<file path="src/rtl/decode_stage_pipe_pkg.sv">
// Shared types and default widths for the registered decode/operand-read stage.
package decode_stage_pipe_pkg;

    localparam int XLEN_DEF = 32;
    localparam int REGW_DEF = 6;
    localparam int GHW_DEF  = 9;
    localparam int NFWD_DEF = 2;

    typedef struct packed {
        logic [31:0]          pc;
        logic [31:0]          instr;
        logic                 prediction;
        logic [GHW_DEF-1:0]   ghist;
        logic [REGW_DEF-1:0]  rs0;
        logic [REGW_DEF-1:0]  rs1;
        logic [REGW_DEF-1:0]  rd;
        logic [XLEN_DEF-1:0]  rdata0;
        logic [XLEN_DEF-1:0]  rdata1;
    } decode_slot_t;

endpackage

</file>
<file path="src/rtl/decode_stage_pipe_operand_resolve.sv">
// Combinational operand source selection: x0, youngest forwarding source, same-cycle
// writeback bypass, then register file. An unready forward yields a pending count.
module operand_resolve
    import decode_stage_pipe_pkg::*;
#(
    parameter int XLEN = XLEN_DEF,
    parameter int REGW = REGW_DEF,
    parameter int NFWD = NFWD_DEF,
    parameter int PW   = $clog2(NFWD + 1)
) (
    input  logic [REGW-1:0]      idx_i,
    input  logic [NFWD-1:0]      fwd_valid_i,
    input  logic [NFWD*REGW-1:0] fwd_rd_i,
    input  logic [NFWD-1:0]      fwd_ready_i,
    input  logic [NFWD*XLEN-1:0] fwd_data_i,
    input  logic                 wb_valid_i,
    input  logic [REGW-1:0]      wb_rd_i,
    input  logic [XLEN-1:0]      wb_data_i,
    input  logic [XLEN-1:0]      rf_rdata_i,
    output logic [XLEN-1:0]      data_o,
    output logic [PW-1:0]        pend_o
);

    logic            hit;
    logic            hit_ready;
    logic [XLEN-1:0] hit_data;
    logic [PW-1:0]   n_match;

    // NOTE: every signal written here gets a default first, so no path leaves a latch.
    always_comb begin
        data_o    = '0;
        pend_o    = '0;
        hit       = 1'b0;
        hit_ready = 1'b0;
        hit_data  = '0;
        n_match   = '0;
        // Walk oldest to youngest so the lowest matching index wins.
        for (int n = NFWD - 1; n >= 0; n--) begin
            if (fwd_valid_i[n] && (fwd_rd_i[n*REGW +: REGW] == idx_i)) begin
                hit       = 1'b1;
                hit_ready = fwd_ready_i[n];
                hit_data  = fwd_data_i[n*XLEN +: XLEN];
                n_match   = n_match + PW'(1);
            end
        end
        if (idx_i == '0) begin
            data_o = '0;
        end else if (hit) begin
            if (hit_ready) data_o = hit_data;
            else           pend_o = n_match;
        end else if (wb_valid_i && (wb_rd_i == idx_i)) begin
            data_o = wb_data_i;
        end else begin
            data_o = rf_rdata_i;
        end
    end

endmodule

</file>
<file path="src/rtl/decode_stage_pipe.sv">
// One-entry registered decode slot with valid/ready handshakes; operands waiting on an
// in-flight producer are resolved inside the slot by counting in-order writebacks.
module decode_stage_pipe
    import decode_stage_pipe_pkg::*;
#(
    parameter int XLEN = XLEN_DEF,
    parameter int REGW = REGW_DEF,
    parameter int NFWD = NFWD_DEF,
    parameter int GHW  = GHW_DEF
) (
    input  logic                 clk,
    input  logic                 rstn,
    input  logic                 flush,
    input  logic                 in_valid,
    output logic                 in_ready,
    input  logic [31:0]          in_pc,
    input  logic [31:0]          in_instr,
    input  logic                 in_prediction,
    input  logic [GHW-1:0]       in_ghist,
    input  logic [REGW-1:0]      in_rs0,
    input  logic [REGW-1:0]      in_rs1,
    input  logic [REGW-1:0]      in_rd,
    output logic [REGW-1:0]      rf_raddr0,
    output logic [REGW-1:0]      rf_raddr1,
    input  logic [XLEN-1:0]      rf_rdata0,
    input  logic [XLEN-1:0]      rf_rdata1,
    input  logic [NFWD-1:0]      fwd_valid,
    input  logic [NFWD*REGW-1:0] fwd_rd,
    input  logic [NFWD-1:0]      fwd_ready,
    input  logic [NFWD*XLEN-1:0] fwd_data,
    input  logic                 wb_valid,
    input  logic [REGW-1:0]      wb_rd,
    input  logic [XLEN-1:0]      wb_data,
    output logic                 out_valid,
    input  logic                 out_ready,
    output logic [31:0]          out_pc,
    output logic [31:0]          out_instr,
    output logic                 out_prediction,
    output logic [GHW-1:0]       out_ghist,
    output logic [REGW-1:0]      out_rs0,
    output logic [REGW-1:0]      out_rs1,
    output logic [REGW-1:0]      out_rd,
    output logic [XLEN-1:0]      out_rdata0,
    output logic [XLEN-1:0]      out_rdata1
);

    localparam int PW = $clog2(NFWD + 1);

    logic            occ_q, occ_d, valid_q, valid_d;
    logic [PW-1:0]   pend0_q, pend0_d, pend1_q, pend1_d;
    logic [31:0]     pc_q, pc_d, instr_q, instr_d;
    logic            pred_q, pred_d;
    logic [GHW-1:0]  ghist_q, ghist_d;
    logic [REGW-1:0] rs0_q, rs0_d, rs1_q, rs1_d, rd_q, rd_d;
    logic [XLEN-1:0] rdata0_q, rdata0_d, rdata1_q, rdata1_d;

    logic [XLEN-1:0] cap_data0, cap_data1;
    logic [PW-1:0]   cap_pend0, cap_pend1;
    logic            capture, dequeue;

    assign rf_raddr0 = in_rs0;
    assign rf_raddr1 = in_rs1;
    assign in_ready  = !occ_q || (valid_q && out_ready);
    assign capture   = in_valid && in_ready && !flush;
    assign dequeue   = valid_q && out_ready;

    operand_resolve #(.XLEN(XLEN), .REGW(REGW), .NFWD(NFWD), .PW(PW)) u_res0 (
        .idx_i(in_rs0), .fwd_valid_i(fwd_valid), .fwd_rd_i(fwd_rd), .fwd_ready_i(fwd_ready),
        .fwd_data_i(fwd_data), .wb_valid_i(wb_valid), .wb_rd_i(wb_rd), .wb_data_i(wb_data),
        .rf_rdata_i(rf_rdata0), .data_o(cap_data0), .pend_o(cap_pend0)
    );

    operand_resolve #(.XLEN(XLEN), .REGW(REGW), .NFWD(NFWD), .PW(PW)) u_res1 (
        .idx_i(in_rs1), .fwd_valid_i(fwd_valid), .fwd_rd_i(fwd_rd), .fwd_ready_i(fwd_ready),
        .fwd_data_i(fwd_data), .wb_valid_i(wb_valid), .wb_rd_i(wb_rd), .wb_data_i(wb_data),
        .rf_rdata_i(rf_rdata1), .data_o(cap_data1), .pend_o(cap_pend1)
    );

    always_comb begin
        occ_d    = occ_q;
        pend0_d  = pend0_q;
        pend1_d  = pend1_q;
        pc_d     = pc_q;
        instr_d  = instr_q;
        pred_d   = pred_q;
        ghist_d  = ghist_q;
        rs0_d    = rs0_q;
        rs1_d    = rs1_q;
        rd_d     = rd_q;
        rdata0_d = rdata0_q;
        rdata1_d = rdata1_q;

        if (flush) begin
            occ_d   = 1'b0;
            pend0_d = '0;
            pend1_d = '0;
        end else if (capture) begin
            occ_d    = 1'b1;
            pc_d     = in_pc;
            instr_d  = in_instr;
            pred_d   = in_prediction;
            ghist_d  = in_ghist;
            rs0_d    = in_rs0;
            rs1_d    = in_rs1;
            rd_d     = in_rd;
            rdata0_d = cap_data0;
            rdata1_d = cap_data1;
            pend0_d  = cap_pend0;
            pend1_d  = cap_pend1;
        end else if (dequeue) begin
            occ_d = 1'b0;
        end else if (occ_q) begin
            // The commit that brings a count to zero is the youngest producer's value.
            if ((pend0_q != '0) && wb_valid && (wb_rd == rs0_q)) begin
                pend0_d = pend0_q - PW'(1);
                if (pend0_q == PW'(1)) rdata0_d = wb_data;
            end
            if ((pend1_q != '0) && wb_valid && (wb_rd == rs1_q)) begin
                pend1_d = pend1_q - PW'(1);
                if (pend1_q == PW'(1)) rdata1_d = wb_data;
            end
        end

        valid_d = occ_d && (pend0_d == '0) && (pend1_d == '0);
    end

    // NOTE: state updates use non-blocking assignments so every register samples pre-edge values.
    always_ff @(posedge clk or negedge rstn) begin
        if (!rstn) begin
            occ_q    <= 1'b0;
            valid_q  <= 1'b0;
            pend0_q  <= '0;
            pend1_q  <= '0;
            pc_q     <= '0;
            instr_q  <= '0;
            pred_q   <= 1'b0;
            ghist_q  <= '0;
            rs0_q    <= '0;
            rs1_q    <= '0;
            rd_q     <= '0;
            rdata0_q <= '0;
            rdata1_q <= '0;
        end else begin
            occ_q    <= occ_d;
            valid_q  <= valid_d;
            pend0_q  <= pend0_d;
            pend1_q  <= pend1_d;
            pc_q     <= pc_d;
            instr_q  <= instr_d;
            pred_q   <= pred_d;
            ghist_q  <= ghist_d;
            rs0_q    <= rs0_d;
            rs1_q    <= rs1_d;
            rd_q     <= rd_d;
            rdata0_q <= rdata0_d;
            rdata1_q <= rdata1_d;
        end
    end

    assign out_valid      = valid_q;
    assign out_pc         = pc_q;
    assign out_instr      = instr_q;
    assign out_prediction = pred_q;
    assign out_ghist      = ghist_q;
    assign out_rs0        = rs0_q;
    assign out_rs1        = rs1_q;
    assign out_rd         = rd_q;
    assign out_rdata0     = rdata0_q;
    assign out_rdata1     = rdata1_q;

endmodule

</file>
<file path="config.mk">
export PLATFORM = sky130hd
export DESIGN_NAME = decode_stage_pipe
export DESIGN_NICKNAME = d
export VERILOG_FILES = /design/src/rtl/decode_stage_pipe_pkg.sv /design/src/rtl/decode_stage_pipe_operand_resolve.sv /design/src/rtl/decode_stage_pipe.sv
export SDC_FILE = /design/constraint.sdc
export NUM_CORES = 1
export LEC_CHECK = 0
export BUFFER_PORTS_ARGS = -buffer_cell sky130_fd_sc_hd__clkbuf_2
export CAP_MARGIN = 20
export CORE_AREA = 2 2 177 179
export CTS_CLUSTER_SIZE = 20
export DETAILED_ROUTE_END_ITERATION = 10
export DIE_AREA = 0 0 179 181
export PLACE_DENSITY = 0.62
export SETUP_SLACK_MARGIN = 0.2
export SYNTH_ARGS = -nofsm -noshare
export SYNTH_HDL_FRONTEND = slang
export SYNTH_SLANG_ARGS = --single-unit
</file>
<file path="constraint.sdc">
create_clock -name clk -period 2.83 [get_ports clk]
set_input_delay 0.1415 -clock clk [delete_from_list [all_inputs] [get_ports clk]]
set_output_delay 0.1415 -clock clk [all_outputs]
set_load 0.01 [all_outputs]
</file>
==> results by group, run 1 <==
Yosys
  – Top_reg_cell synth: dfrtp_1
  – Number of synthesized flops with an enable pin: 0
  – Seq cells post-synth: 162
  – Dominant cell by count in the synthesized netlist: nand2_1
  – Syn Inst Count: 993
  – Area share of the largest cell type after synthesis: 0.471
  – Synth warn: 0
  – Synth Cell Area: 0.00861 mm²
  – Syn_area_per_cell: 8.67 µm²
  – Top cells by count, synth: 281 x nand2_1, 162 x dfrtp_1, 104 x nor2_1
  – Netlist cell types: 43
  – Syn Nets: 1281
  – Synth top area cells: dfrtp_1 47%, nand2_1 12%, a221oi_1 5.6%
  – Post-synthesis sequential area ratio: 0.471
  – Asr flop ratio synth: 1.00
  – Area leader, netlist: dfrtp_1

Clock network
  – TritonCTS clock tree: done
  – Clk sinks: 162
  – Worst-path clk slew: 0.08 ns
  – Clk_lat worst skew: 0.43 ns
  – Total CTS buffers: 17
  – Root buffer cell: clkbuf_16
  – Clock Path Buffers: 2
  – H-tree level count: 4

Worst hold path
  – Hold WC Path Type: in -> reg

Outcome
  – Outcome: completed

Timing
  – Final min period: 2.49 ns
  – Worst-Margin Slew: 0.675 ns
  – Max Clock Freq: 0.402 GHz
  – Fin. Hold Viols: 0
  – Max-slew headroom: 0.548
  – Max-slew violations: 0
  – Final period utilization: 0.879
  – Final setup TNS: 0 ns
  – Worst Clk Skew: 0.0109 ns
  – RSZ-0062 raised after global routing: false
  – Finish-stage setup viols: 0

Cells and area
  – Area grow syn2layout: 50.6%
  – Nets: 1794
  – Layout cells sized above 1: 0.357
  – N_diodes: 0
  – Final core occ: 0.427

Placement
  – Input/output buffers: 449
  – Post-DP HPWL: 26700 µm
  – GPL Wtd Cong: 0.892

Die
  – Initial Utilization: 0.284
  – Die span in x: 179 µm
  – Core Footprint: 0.0303 mm²
  – Die ar.: 0.0324 mm²
  – Die Y: 181 µm
  – # IOs: 450
  – FP Rows: 64

Setup path
  – Crit. End Element: flip-flop
  – Crit Path Class: in -> reg
  – CP required: 3.19 ns
  – Max FO, Critical Path: 16
  – Worst Path Arrival: 2.85 ns
  – CP startpoint kind: input pin

Pwr
  – Pwr per Cell Area: 563 mW/mm²
  – Lkg Pwr: 6.56 nW
  – VDD IR max: 305 µV

Routing
  – Initial DRC count: 769
  – DR vias/cell: 5.17
  – Antenna Nets Post-Route: 0
  – Drt wl/cell: 20.1 µm
  – Number of remaining DRC errors: 0
  – WL final: 38500 µm
  – DR vias: 9895
  – DR pass1 iterations: 7

Global route
  – Largest net degree at the start of global routing: 93
  – Vias in the first global route: 9929
  – GRT Residual Overflow: 0
  – Initial antenna violation count: 0
  – Total GRT Usage: 0.229
  – First-pass GRT wire length: 56900 µm

Flow run
  – Number of max-cap violations: 0
flip-flops by register name (all words and copies together), names as in the netlist:
signal and flops:
occ_q 1, out_ghist 9, out_instr 32, out_pc 32, out_prediction 1, out_rd 6
out_rdata0 32, out_rdata1 32, out_rs0 6, out_rs1 6, out_valid 1, pend0_q 2
pend1_q 2
report_power, final:
group          internal [W]  switching [W]  leakage, nW
Clock               0.00119        0.00118        0.291
Combinational      0.000831        0.00112         4.34
Sequential          0.00272       0.000270         1.93
kinds of logic (layout without fill, tap and decap cells):
group	count (synthesis)	in the layout	share of synthesized area
AO/OA/AOI/OAI	212	212	0.180
adder cells (fa/ha/maj)	8	8	0.0116
buffers and inverters	101	627	0.0602
multiplexers	2	2	0.00232
XOR/XNOR	50	50	0.0509
flip-flops	162	162	0.471
AND/OR/NAND/NOR	458	458	0.224
final cells by class:
class                      count  area (µm²)
multi-input combinational    730        4110
clock inverter                15         163
sequential                   162        4050
tap                          396         495
inverter                      12        45.0
timing repair buffer         583        3680
fill                        3013       17400
clock buffer                  17         425
critical path, stage by stage:
cell and delay, ns:
dlygate4sd3_1 0.56, buf_6 0.15, xor2_1 0.15, nor4_2 0.18, and3_1 0.22, inv_1 0.05
ha_2 0.17, a21oi_2 0.12, nand2_2 0.10, nor4_4 0.35, buf_4 0.18, clkbuf_16 0.19
a31oi_1 0.11, a21oi_1 0.18
per-layer routing:
| metal | routed length [µm] | GRT usage | vias up |
|---|---|---|---|
| met5 | 0 | 0 | - |
| met4 | 1410 | 0.0992 | 0 |
| met3 | 4020 | 0.0638 | 89 |
| met2 | 18200 | 0.375 | 684 |
| met1 | 14900 | 0.278 | 4634 |
| li1 | - | - | 4488 |
worst paths after layout:
kind                                    start        endpoint  slack (ns)  depth (start not counted)
min in group asynchronous                rstn   out_instr[10]        0.15                          2
worst min register to register     out_pc[27]      out_pc[27]        0.48                          2
worst max-delay path                in_rs1[0]  out_rdata1[19]        0.34                         14
worst max register to register          occ_q  out_rdata1[19]        0.43                          8
worst min-delay path            rf_rdata0[10]  out_rdata0[10]        0.02                          3
max in group asynchronous                rstn  out_rdata1[16]        1.75                          3
repair_timing:
action | in CTS | in global routing
buffers inserted | 0 | 6
hold buffers | 100 | 0
gates resized for setup | 0 | 9
endpoints found under the hold margin | 123 | 0
endpoints found under the setup margin | 0 | 32
per-stage QoR:
step	hold slack [ns]	cells	worst slack (ns)	instance area, µm²	total power (W)
floorplan	-0.154	993	0.548	8610	0.00384
global placement	0.0362	1775	0.144	11300	0.00481
detailed placement	0.0399	1775	0.0875	11300	0.00484
CTS	0.0000501	1907	0.229	12800	0.00736
global route	0.0115	1915	0.155	13000	0.00769
finish	0.0187	1915	0.342	13000	0.00730
layout by cell type, fill, tap and decap left out, types with 3 or more instances in the layout:
| cell | count |
|---|---|
| a32oi_1 | 32 |
| nand3b_1 | 3 |
| ha_1 | 7 |
| buf_12 | 10 |
| buf_6 | 3 |
| a31oi_1 | 32 |
| xor2_1 | 29 |
| nand2_1 | 280 |
| and3_1 | 3 |
| nor4_1 | 5 |
| clkbuf_16 | 19 |
| xnor2_1 | 21 |
| a221oi_1 | 55 |
| dlygate4sd3_1 | 100 |
| a21oi_1 | 68 |
| nor3_1 | 3 |
| nor2_1 | 104 |
| inv_1 | 12 |
| nand3_1 | 33 |
| clkinv_8 | 3 |
| inv_6 | 4 |
| clkbuf_2 | 447 |
| a221oi_2 | 9 |
| buf_4 | 21 |
| inv_8 | 5 |
| dfrtp_1 | 162 |
| nor4_4 | 3 |
| nor4_2 | 3 |
| nand4_1 | 6 |
| a21o_1 | 3 |
No activity file was read; power rests on OpenSTA's default activity.
==> inputs of run 2 (changes only) <==
--- a/config.mk
+++ b/config.mk
@@ -5,7 +5,7 @@
 export SDC_FILE = /design/constraint.sdc
 export NUM_CORES = 1
 export LEC_CHECK = 0
-export BUFFER_PORTS_ARGS = -buffer_cell sky130_fd_sc_hd__clkbuf_2
+export BUFFER_PORTS_ARGS = -buffer_cell sky130_fd_sc_hd__buf_4
 export CAP_MARGIN = 20
 export CORE_AREA = 2 2 177 179
 export CTS_CLUSTER_SIZE = 20
==> run 2 against run 1 <==
  * Power increased by 6.9%
  * Maximum frequency decreased by 3.1%
  * Largest power group unchanged
  * Clock-buffer cell count unchanged
  * Register-to-register slack got worse by 0.02 ns
  * Largest cell class is now non-clock buffers
  * Clock skew increased by 0.0033 ns
  * First-iteration DRC count decreased by 3.3%
  * Die area unchanged
  * Combinational power increased by 19%
  * Critical path depth decreased by 3
==> results by group, run 2 (synthesized netlist as in run 1, its figures left out) <==
Timing
  – Worst-Margin Slew: 0.763 ns (+0.0878 ns)
  – Max Clock Freq: 0.389 GHz (-3.1%)
  – Final period utilization: 0.908 (+0.0285)
  – RSZ-0062 raised after global routing: true
  – Fin. Hold Viols: 0 (unchanged)
  – Worst Clk Skew: 0.0142 ns (+0.00333 ns)
  – Final setup TNS: 0 ns (unchanged)
  – Final min period: 2.57 ns (+0.0806 ns)
  – Max-slew violations: 0 (unchanged)
  – Finish-stage setup viols: 0 (unchanged)
  – Max-slew headroom: 0.491 (-0.0566)

Setup path
  – Worst Path Arrival: 2.93 ns (+0.08 ns)
  – Worst reg2reg setup slack: 0.41 ns (-0.02 ns)
  – Critical R2R Launch: out_valid
  – R2R depth: 8 (unchanged)
  – CP startpoint kind: input pin
  – Crit. End Element: flip-flop
  – Crit Path Class: in -> reg
  – Critical Path, Cell by Cell: dlygate4sd3_1, buf_4, xor2_1, nor4_4, nand3_1, ha_1, or3_4, nor2_4, buf_12, a32oi_1, a21oi_1
  – RR Endpoint: out_rdata0[7]
  – Critical Path End: out_rdata0[7]
  – CP required: 3.19 ns (about the same)
  – Delay of the slowest critical-path stage: 0.54 ns (-0.02 ns)
  – Max FO, Critical Path: 32 (+16)
  – Crit. Startpoint: in_rs0[3]
  – Worst path slowest cell: dlygate4sd3_1

Routing
  – Initial DRC count: 744 (-3.3%)
  – DR vias: 10000 (+1.5%)
  – Number of remaining DRC errors: 0 (unchanged)
  – Drt wl/cell: 19.9 µm (-0.72%)
  – DR vias/cell: 5.15 (-0.33%)
  – WL final: 38900 µm (+1.1%)
  – Antenna Nets Post-Route: 0 (unchanged)
  – DR pass1 iterations: 5 (-2)

Worst hold path
  – Min-delay src: rf_rdata0[20]
  – Hold WC Path Type: in -> reg

Die
  – # IOs: 450 (unchanged)
  – Core Footprint: 0.0303 mm² (unchanged)
  – FP Rows: 64 (unchanged)
  – Die span in x: 179 µm (unchanged)
  – Die ar.: 0.0324 mm² (unchanged)
  – Die Y: 181 µm (unchanged)
  – Initial Utilization: 0.284 (unchanged)

Placement
  – GPL Wtd Cong: 0.873 (-2.2%)
  – Input/output buffers: 449 (unchanged)
  – Post-DP HPWL: 26900 µm (+0.96%)

Global route
  – Total GRT Usage: 0.234 (+0.00575)
  – Initial antenna violation count: 0 (unchanged)
  – GRT Residual Overflow: 0 (unchanged)
  – Vias in the first global route: 10400 (+4.5%)
  – Largest net degree at the start of global routing: 126 (+35%)
  – First-pass GRT wire length: 58700 µm (+3.2%)

Clock network
  – Total CTS buffers: 17 (unchanged)
  – Worst-path clk slew: 0.08 ns (about the same)
  – Root buffer cell: clkbuf_16
  – Clock Path Buffers: 2 (unchanged)
  – Clk sinks: 162 (unchanged)
  – Clk_lat worst skew: 0.44 ns (about the same)
  – H-tree level count: 4 (unchanged)
  – TritonCTS clock tree: done

Outcome
  – Outcome: completed

Pwr
  – Overall Power: 0.00781 W (+6.9%)
  – Lkg Pwr: 6.98 nW (+6.4%)
  – Pwr per Cell Area: 540 mW/mm² (-4.1%)
  – VDD IR max: 343 µV (+13%)

Cells and area
  – Commonest non-fill, non-tap cell in the layout: buf_4
  – Area grow syn2layout: 67.8%
  – Layout cells sized above 1: 0.340 (-0.0170)
  – N_diodes: 0 (unchanged)
  – Most frequent cells in the layout: 460 x buf_4, 281 x nand2_1, 162 x dfrtp_1
  – Nets: 1829 (+2.0%)

Flow run
  – Number of max-cap violations: 0 (unchanged)
-- run 2: worst max-delay path: cells and delay by family --
| family | cells | cell delay, ns |
|---|---|---|
| compound gates | 2 | 0.42 |
| buf+inv | 3 | 0.95 |
| simple gates | 4 | 0.97 |
| xor+xnor | 1 | 0.19 |
| fa+ha+maj | 1 | 0.24 |
-- run 2: power breakdown --
part	switching, W	internal, W
registers	0.000280	0.00272
clock network	0.00120	0.00128
logic	0.00113	0.00120
-- run 2: metrics by stage --
| step | hold slack [ns] | cell area [µm²] | cells | util | worst slack [ns] |
|---|---|---|---|---|---|
| 2_1_floorplan | -0.154 | 8610 | 993 | - | 0.548 |
| 3_3_place_gp | 0.0414 | 12300 | 1768 | 0.405 | 0.0987 |
| 3_5_place_dp | 0.0396 | 12300 | 1769 | 0.406 | 0.0660 |
| 4_1_cts | 0.000289 | 14400 | 1949 | 0.475 | 0.202 |
| 5_1_grt | 0.00917 | 14500 | 1950 | 0.476 | 0.180 |
| 6_report | 0.00838 | 14500 | 1950 | 0.476 | 0.261 |
-- run 2: area by class of cell --
| type | count | area [µm²] |
|---|---|---|
| timing repair buffer | 618 | 5120 |
| tap | 396 | 495 |
| clock inverter | 15 | 189 |
| inverter | 12 | 45.0 |
| sequential | 162 | 4050 |
| fill | 2831 | 15900 |
| clock buffer | 17 | 425 |
| multi-input combinational | 730 | 4130 |
-- run 2: routing by layer --
layer / track usage / up-vias / routed length (µm)
met5: 0 / - / 0
met4: 0.0807 / 0 / 899
met3: 0.0604 / 60 / 3520
met2: 0.403 / 581 / 19400
met1: 0.281 / 4846 / 15100
li1: - / 4556 / -
-- run 2: what timing repair did --
item	4_1_cts	5_1_grt
endpoints found under the hold margin	160	1
setup buffers	0	0
setup endpoints to repair	0	62
hold buffers	148	1
gates resized for setup	0	5
-- run 2: how the worst min path moves through the flow --
stage	to	slack (ns)	cells after the start
global placement	out_pc[7]	0.04	1
detailed placement	out_pc[5]	0.04	1
global route	out_rdata0[17]	0.009	3
CTS	out_rdata1[29]	0.0003	3
finish	out_rdata0[20]	0.008	3
floorplan	occ_q	-0.15	0
